`src/rtl/sprite_line_engine.sv`:
```
// Per-line sprite evaluator and 2-stage compositor: scans OAM for the next line,
// fetches pattern rows into a shadow slot set, then swaps it atomically into the pixel path.
module sprite_line_engine #(
    parameter int NUM_SPRITES = 8,
    parameter int PIPE_LAT    = 2
) (
    input  logic        clk,
    input  logic        rst,
    input  logic        line_start,
    input  logic [8:0]  line_y,
    output logic        eval_busy,
    output logic        pat_en,
    output logic [11:0] pat_addr,
    input  logic [7:0]  pat_rdata,
    input  logic        cfg_we,
    input  logic [5:0]  cfg_addr,
    input  logic [15:0] cfg_wdata,
    input  logic        in_valid,
    input  logic [8:0]  in_x,
    input  logic [15:0] in_color,
    output logic        out_valid,
    output logic [15:0] out_color
);

    localparam int unused_lat = PIPE_LAT;
    logic unused_cfg_bits;
    assign unused_cfg_bits = ^cfg_wdata[15:10];

    typedef enum logic [2:0] {IDLE, CHECK, FETCH_LO, FETCH_HI, STORE, COMMIT} state_t;

    function automatic logic [1:0] pixel_index(input logic [15:0] row, input logic [2:0] col);
        return 2'(row >> {~col, 1'b0});
    endfunction

    logic [NUM_SPRITES-1:0] oam_en;
    logic [8:0]  oam_y    [NUM_SPRITES];
    logic [8:0]  oam_x    [NUM_SPRITES];
    logic [1:0]  oam_pal  [NUM_SPRITES];
    logic [7:0]  oam_tile [NUM_SPRITES];
    logic [14:0] pal_mem  [16];

    state_t      state;
    logic [2:0]  idx_q;
    logic [8:0]  ly_q;
    logic [8:0]  cur_x;
    logic [1:0]  cur_pal;
    logic [7:0]  lo_byte;

    logic [NUM_SPRITES-1:0] sh_valid, act_valid;
    logic [8:0]  sh_x   [NUM_SPRITES];
    logic [1:0]  sh_pal [NUM_SPRITES];
    logic [15:0] sh_row [NUM_SPRITES];
    logic [8:0]  act_x   [NUM_SPRITES];
    logic [1:0]  act_pal [NUM_SPRITES];
    logic [15:0] act_row [NUM_SPRITES];

    logic [9:0]  chk_dy;
    logic        chk_hit;
    logic        last_idx;

    always_ff @(posedge clk or posedge rst) begin
        if (rst) begin
            oam_en <= '0;
            for (int i = 0; i < 16; i++) pal_mem[i] <= '0;
        end else if (cfg_we) begin
            if (cfg_addr[5]) pal_mem[cfg_addr[3:0]] <= cfg_wdata[14:0];
            else if (cfg_addr[1:0] == 2'd0) oam_en[cfg_addr[4:2]] <= cfg_wdata[9];
        end
    end

    always_ff @(posedge clk) begin
        if (cfg_we && !cfg_addr[5]) begin
            case (cfg_addr[1:0])
                2'd0: oam_y[cfg_addr[4:2]] <= cfg_wdata[8:0];
                2'd1: oam_x[cfg_addr[4:2]] <= cfg_wdata[8:0];
                2'd2: begin
                    oam_pal[cfg_addr[4:2]]  <= cfg_wdata[9:8];
                    oam_tile[cfg_addr[4:2]] <= cfg_wdata[7:0];
                end
                default: ;
            endcase
        end
    end

    // A negative dy sets bit 9, so "0 <= dy <= 7" reduces to the upper seven bits being zero.
    assign chk_dy   = {1'b0, ly_q} - {1'b0, oam_y[idx_q]};
    assign chk_hit  = oam_en[idx_q] && (chk_dy[9:3] == 7'd0);
    assign last_idx = (idx_q == 3'(NUM_SPRITES - 1));

    always_ff @(posedge clk or posedge rst) begin
        if (rst) begin
            state     <= IDLE;
            eval_busy <= 1'b0;
            pat_en    <= 1'b0;
            pat_addr  <= '0;
            idx_q     <= '0;
            ly_q      <= '0;
            cur_x     <= '0;
            cur_pal   <= '0;
            lo_byte   <= '0;
            sh_valid  <= '0;
            act_valid <= '0;
            for (int i = 0; i < NUM_SPRITES; i++) begin
                sh_x[i]    <= '0;
                sh_pal[i]  <= '0;
                sh_row[i]  <= '0;
                act_x[i]   <= '0;
                act_pal[i] <= '0;
                act_row[i] <= '0;
            end
        end else if (line_start) begin
            // Also the abort path: the shadow set restarts empty, the active set is left alone.
            ly_q      <= line_y;
            idx_q     <= '0;
            sh_valid  <= '0;
            pat_en    <= 1'b0;
            eval_busy <= 1'b1;
            state     <= CHECK;
        end else begin
            case (state)
                CHECK: begin
                    if (chk_hit) begin
                        cur_x    <= oam_x[idx_q];
                        cur_pal  <= oam_pal[idx_q];
                        pat_addr <= {oam_tile[idx_q], chk_dy[2:0], 1'b0};
                        pat_en   <= 1'b1;
                        state    <= FETCH_LO;
                    end else if (last_idx) begin
                        state <= COMMIT;
                    end else begin
                        idx_q <= idx_q + 3'd1;
                    end
                end
                FETCH_LO: begin
                    pat_addr[0] <= 1'b1;
                    state       <= FETCH_HI;
                end
                FETCH_HI: begin
                    lo_byte <= pat_rdata;
                    pat_en  <= 1'b0;
                    state   <= STORE;
                end
                STORE: begin
                    sh_valid[idx_q] <= 1'b1;
                    sh_x[idx_q]     <= cur_x;
                    sh_pal[idx_q]   <= cur_pal;
                    sh_row[idx_q]   <= {lo_byte, pat_rdata};
                    if (last_idx) begin
                        state <= COMMIT;
                    end else begin
                        idx_q <= idx_q + 3'd1;
                        state <= CHECK;
                    end
                end
                COMMIT: begin
                    act_valid <= sh_valid;
                    act_x     <= sh_x;
                    act_pal   <= sh_pal;
                    act_row   <= sh_row;
                    eval_busy <= 1'b0;
                    state     <= IDLE;
                end
                default: state <= IDLE;
            endcase
        end
    end

    // Stage 1: register the background pixel
    logic        vld_p1;
    logic [8:0]  x_p1;
    logic [15:0] color_p1;

    always_ff @(posedge clk) begin
        x_p1     <= in_x;
        color_p1 <= in_color;
    end

    logic [9:0] dx  [NUM_SPRITES];
    logic [1:0] pix [NUM_SPRITES];
    logic [NUM_SPRITES-1:0] slot_hit;

    for (genvar s = 0; s < NUM_SPRITES; s++) begin : g_slot
        assign dx[s]       = {1'b0, x_p1} - {1'b0, act_x[s]};
        assign pix[s]      = pixel_index(act_row[s], dx[s][2:0]);
        assign slot_hit[s] = act_valid[s] && (dx[s][9:3] == 7'd0) && (pix[s] != 2'd0);
    end

    logic       win_hit;
    logic [1:0] win_pal;
    logic [1:0] win_idx;

    always_comb begin
        win_hit = 1'b0;
        win_pal = '0;
        win_idx = '0;
        for (int s = NUM_SPRITES - 1; s >= 0; s--) begin
            if (slot_hit[s]) begin
                win_hit = 1'b1;
                win_pal = act_pal[s];
                win_idx = pix[s];
            end
        end
    end

    // Stage 2: priority-resolved sprite colour or background
    always_ff @(posedge clk or posedge rst) begin
        if (rst) begin
            vld_p1    <= 1'b0;
            out_valid <= 1'b0;
            out_color <= '0;
        end else begin
            vld_p1    <= in_valid;
            out_valid <= vld_p1;
            if (vld_p1) out_color <= win_hit ? {1'b0, pal_mem[{win_pal, win_idx}]} : color_p1;
        end
    end

endmodule

```
`config.mk`:
```
export PLATFORM = sky130hd
export DESIGN_NAME = sprite_line_engine
export DESIGN_NICKNAME = d
export VERILOG_FILES = /design/src/rtl/sprite_line_engine.sv
export SDC_FILE = /design/constraint.sdc
export NUM_CORES = 2
export LEC_CHECK = 0
export ABC_CLOCK_PERIOD_IN_PS = 25700
export BUFFER_PORTS_ARGS = -buffer_cell sky130_fd_sc_hd__buf_2
export CAP_MARGIN = 10
export CORE_MARGIN = 1.5
export CORE_UTILIZATION = 34
export CTS_BUF_LIST = sky130_fd_sc_hd__clkbuf_4 sky130_fd_sc_hd__clkbuf_8
export DETAILED_ROUTE_END_ITERATION = 8
export PLACE_DENSITY_LB_ADDON = 0.12
export REMOVE_ABC_BUFFERS = 1
export SLEW_MARGIN = 20
export SYNTH_ARGS = -nofsm -noshare
export SYNTH_HDL_FRONTEND = slang
export SYNTH_SLANG_ARGS = --single-unit
```
`constraint.sdc`:
```
create_clock -name clk -period 25.7 [get_ports clk]
set_input_delay 2.57 -clock clk [delete_from_list [all_inputs] [get_ports clk]]
set_output_delay 2.57 -clock clk [all_outputs]
set_load 0.02 [all_outputs]
```
==> results.cfg <==
[drt]
postRouteAntennaNets = 0
wl_mm = 114
drt_iter0_drc = 1412
first_pass_iters = 5
num_vias = 26000
routedWlPerCell_um = 22.3
vias_per_cell = 5.09
drc = 0

[logic_synthesis]
netlist_instances = 3031
synth.distinct_cells = 85
synth_top_family_by_area = multiplexers
synthSimpleGateAreaFrac_pct = 4.91
yosys.area_share.adder_pct = 2.75
ys_async_sr_fraction_pct = 75.4
synth_compound_area_share_pct = 5.11
synth-warning-count = 0
syn_area_per_cell_um2 = 14.6
ys.flop_type = dfrtp_1
synth_edf_count = 224
ys_ff_latch = 1011
synth_xor_area_share_pct = 0.530
synth.area.mux_share_pct = 25.1
seq_area_frac_synth_pct = 59.2
syn_area_um2 = 44400

[global_routing]
grt_pass1_wl_mm = 174
grt_pass1_vias = 28400
grt_overflow = 0
grt_antenna_before_repair = 14
grt_start_max_net_pins = 176
gr-usage-all-layers_pct = 17.5

[cells_and_area]
postLayoutCellArea_um2 = 50800
final_nets = 3374
area_growth_pct = 14.5
drive_gt1_share_pct = 38.8
final_cells = 5114
fillerInstances = 12100

[critical_path]
criticalPathCategory = flip-flop to flip-flop
cp-end-kind = flip-flop
required_ns = 26.44
cp_slowest_cell = a21o_4
crit_arrival_ns = 7.41
cp_top_family = compound AO/OA/AOI/OAI gates
worstPathMaxFanout = 40
cp_slowest_stage_delay_ns = 0.72
start_kind = flip-flop
crit_path_cell_trace = inv_1 > ha_1 > inv_1 > fa_1 > xor2_1 > mux2_2 > nor2_1 > nor4bb_1 > o211a_2 > a2111oi_2 > a2111oi_2 > a21o_4 > buf_4 > mux4_2 > a22oi_1 > nand4b_1
crit_buf_inv = 3

[sta]
worstMarginPinSlew_ns = 1.10
rsz0062_at_grt = no
fin_crit_ns = 6.67
setup_slack_ns = 19.03
slew_violations = 0
skew_ns = 0.0462
fin_crit_sh_pct = 26.0
setup-tns-final_ns = 0
setup_viol = 0
relSlewSlack_pct = 26.6
fmax_mhz = 150
report.final.hold_viol_count = 0

[clock_network]
numCtsBuffers = 177
clock-root-buffer = clkbuf_8
cts_tree = done
clk_path_buf_depth = 3
htreeDepth = 4
post_cts_resized = 0
clock_latency_ns = 0.89
ctsHoldBuffers = 0
post_cts_buffers = 0
cts.sinks = 1011
path_clk_slew_ns = 0.06

[placed_design]
place_ws_ns = 18.58
dp.cells = 4776
dp_hpwl_mm = 70.3
placed_area_um2 = 46900
portBuffers = 98
gp_congestion = 0.815

[floorplan]
ioPinCount = 100
die_y_um = 364
start_util_pct = 34.3
die_w_um = 364
core_area_um2 = 129000
die_area_um2 = 133000
rows = 132

[pwr]
p_leak_uw = 0.0225
peakVddDrop_mv = 0.0525
power_density_nw_per_um2 = 76.0

[worst_hold_path]
hold_class = flip-flop to flip-flop

[job]
drv_cap = 0

[outcome]
outcome = complete, no violations
[synth_stat cells (6+ instances only)]
| library cell | number | area (um^2) |
|---|---|---|
| or2_2 | 8 | 50.1 |
| fa_1 | 9 | 180 |
| a21oi_1 | 79 | 395 |
| o21ai_0 | 115 | 576 |
| o21ai_1 | 6 | 30.0 |
| xor2_1 | 16 | 140 |
| inv_1 | 108 | 405 |
| nand3_1 | 15 | 75.1 |
| nor2_1 | 117 | 439 |
| mux4_2 | 133 | 3000 |
| edfxtp_1 | 224 | 6730 |
| nor2b_1 | 29 | 181 |
| o211ai_1 | 10 | 75.1 |
| mux2i_1 | 68 | 681 |
| a222oi_1 | 14 | 140 |
| dfxtp_1 | 25 | 500 |
| ha_1 | 83 | 1040 |
| a211o_1 | 6 | 52.6 |
| nor3_1 | 36 | 180 |
| nand2_1 | 120 | 450 |
| nor4_1 | 8 | 50.1 |
| clkbuf_1 | 118 | 443 |
| buf_1 | 14 | 52.6 |
| nand4b_1 | 12 | 105 |
| o21a_1 | 12 | 90.1 |
| dfrtp_1 | 762 | 19100 |
| and3_1 | 10 | 62.6 |
| a211oi_1 | 12 | 90.1 |
| nand2b_1 | 19 | 119 |
| buf_2 | 10 | 50.1 |
| a22oi_1 | 17 | 128 |
| a31oi_1 | 8 | 50.1 |
| mux2_2 | 660 | 7430 |
| xnor2_1 | 9 | 78.8 |
| nor3b_1 | 16 | 120 |
| a21o_1 | 19 | 143 |
[cell usage in the layout (no fill, tap or decap), types with 7 or more instances in the layout]
| master | netlist | final |
|---|---|---|
| o211ai_1 | 10 | 10 |
| nand2_1 | 120 | 120 |
| mux2_2 | 660 | 660 |
| and3_1 | 10 | 9 |
| o21a_1 | 12 | 12 |
| a21o_1 | 19 | 18 |
| clkinv_1 | 0 | 10 |
| diode_2 | 0 | 14 |
| a222oi_1 | 14 | 14 |
| a31oi_1 | 8 | 8 |
| buf_4 | 4 | 52 |
| fa_1 | 9 | 9 |
| nand2b_1 | 19 | 19 |
| a22oi_1 | 17 | 17 |
| a21oi_1 | 79 | 79 |
| clkinv_2 | 0 | 14 |
| nor2b_1 | 29 | 29 |
| nand3_1 | 15 | 15 |
| buf_2 | 10 | 98 |
| clkbuf_4 | 0 | 69 |
| nor2_1 | 117 | 112 |
| nor3_1 | 36 | 33 |
| nand4b_1 | 12 | 12 |
| dfxtp_1 | 25 | 25 |
| xnor2_1 | 9 | 9 |
| dfrtp_1 | 762 | 759 |
| o21ai_0 | 115 | 115 |
| clkbuf_8 | 0 | 213 |
| ha_1 | 83 | 83 |
| edfxtp_1 | 224 | 224 |
| a211oi_1 | 12 | 12 |
| inv_1 | 108 | 107 |
| or2_2 | 8 | 8 |
| nor4_1 | 8 | 7 |
| mux4_2 | 133 | 133 |
| xor2_1 | 16 | 16 |
| mux2i_1 | 68 | 68 |
| nor3b_1 | 16 | 15 |
[power by group]
part           total (uW)  switching, uW  internal, uW
combinational         457            243           214
sequential           1830           75.3          1750
clock                1580            674           904
total                3860            993          2870
[layout make-up]
type,count,area (um^2),share of cell area [%]
antenna,14,35.0,0.0689
clock buffer,282,3450,6.79
clock inverter,42,394,0.775
inverter,108,413,0.812
multi-input combinational,1762,17100,33.7
sequential,1011,26300,51.7
tap,1742,2180,4.29
timing repair buffer,153,932,1.83
[routing by layer]
| metal | share of wire, % | vias up | track usage, % |
|---|---|---|---|
| li1 | - | 11600 | - |
| met1 | 43 | 13700 | 22.2 |
| met2 | 49 | 513 | 29.4 |
| met3 | 4.6 | 222 | 3.74 |
| met4 | 3.0 | 8 | 6.33 |
| met5 | 0.041 | - | 0 |
[kinds of logic after synthesis]
kind of cell | after synthesis
flops | 1011
mux | 863
simple gates | 432
compound gates | 349
buf+inv | 258
fa+ha+maj | 92
xor+xnor | 26
[worst paths after layout]
kind	from	to	slack [ns]	cells after the start
worst max-delay path	x_p1[0]	out_color[14]	19.03	16
worst min-delay path	sh_x[22]	act_x[22]	0.46	2
worst max register to register	x_p1[0]	out_color[14]	19.03	16
min in group asynchronous	rst	pat_addr[3]	1.84	2
max in group asynchronous	rst	act_valid[6]	21.61	4
worst min register to register	sh_x[22]	act_x[22]	0.46	2
[metrics by stage]
stage | utilization (%) | power [uW] | hold WS [ns]
after global placement | 36.2 | 2290 | 0.439
after detailed placement | 36.2 | 2320 | 0.450
after global routing | 39.2 | 4060 | 0.481
after CTS | 39.2 | 3930 | 0.458
final | 39.3 | 3860 | 0.462
after floorplan | - | 2160 | 0.412
[worst reg2reg max path, cell delays in order, from the launching register on]
cell and delay (ns):
dfxtp_1 0.30, inv_1 0.31, ha_1 0.35, inv_1 0.09
fa_1 0.43, xor2_1 0.58, mux2_2 0.36, nor2_1 0.11
nor4bb_1 0.42, o211a_2 0.41, a2111oi_2 0.12, a2111oi_2 0.40
a21o_4 0.73, buf_4 0.76, mux4_2 0.64, a22oi_1 0.39
nand4b_1 0.15
[registers in the layout, summed over array words and instances (netlist names), 12 cells and up]
name	count
sh_row	128
oam_y	72
act_row	128
oam_x	72
out_color	16
color_p1	16
oam_pal	16
sh_x	72
pat_addr	12
sh_pal	16
act_x	72
pal_mem	240
act_pal	16
oam_tile	64
Note: power is estimated with default switching activity, not from simulation.
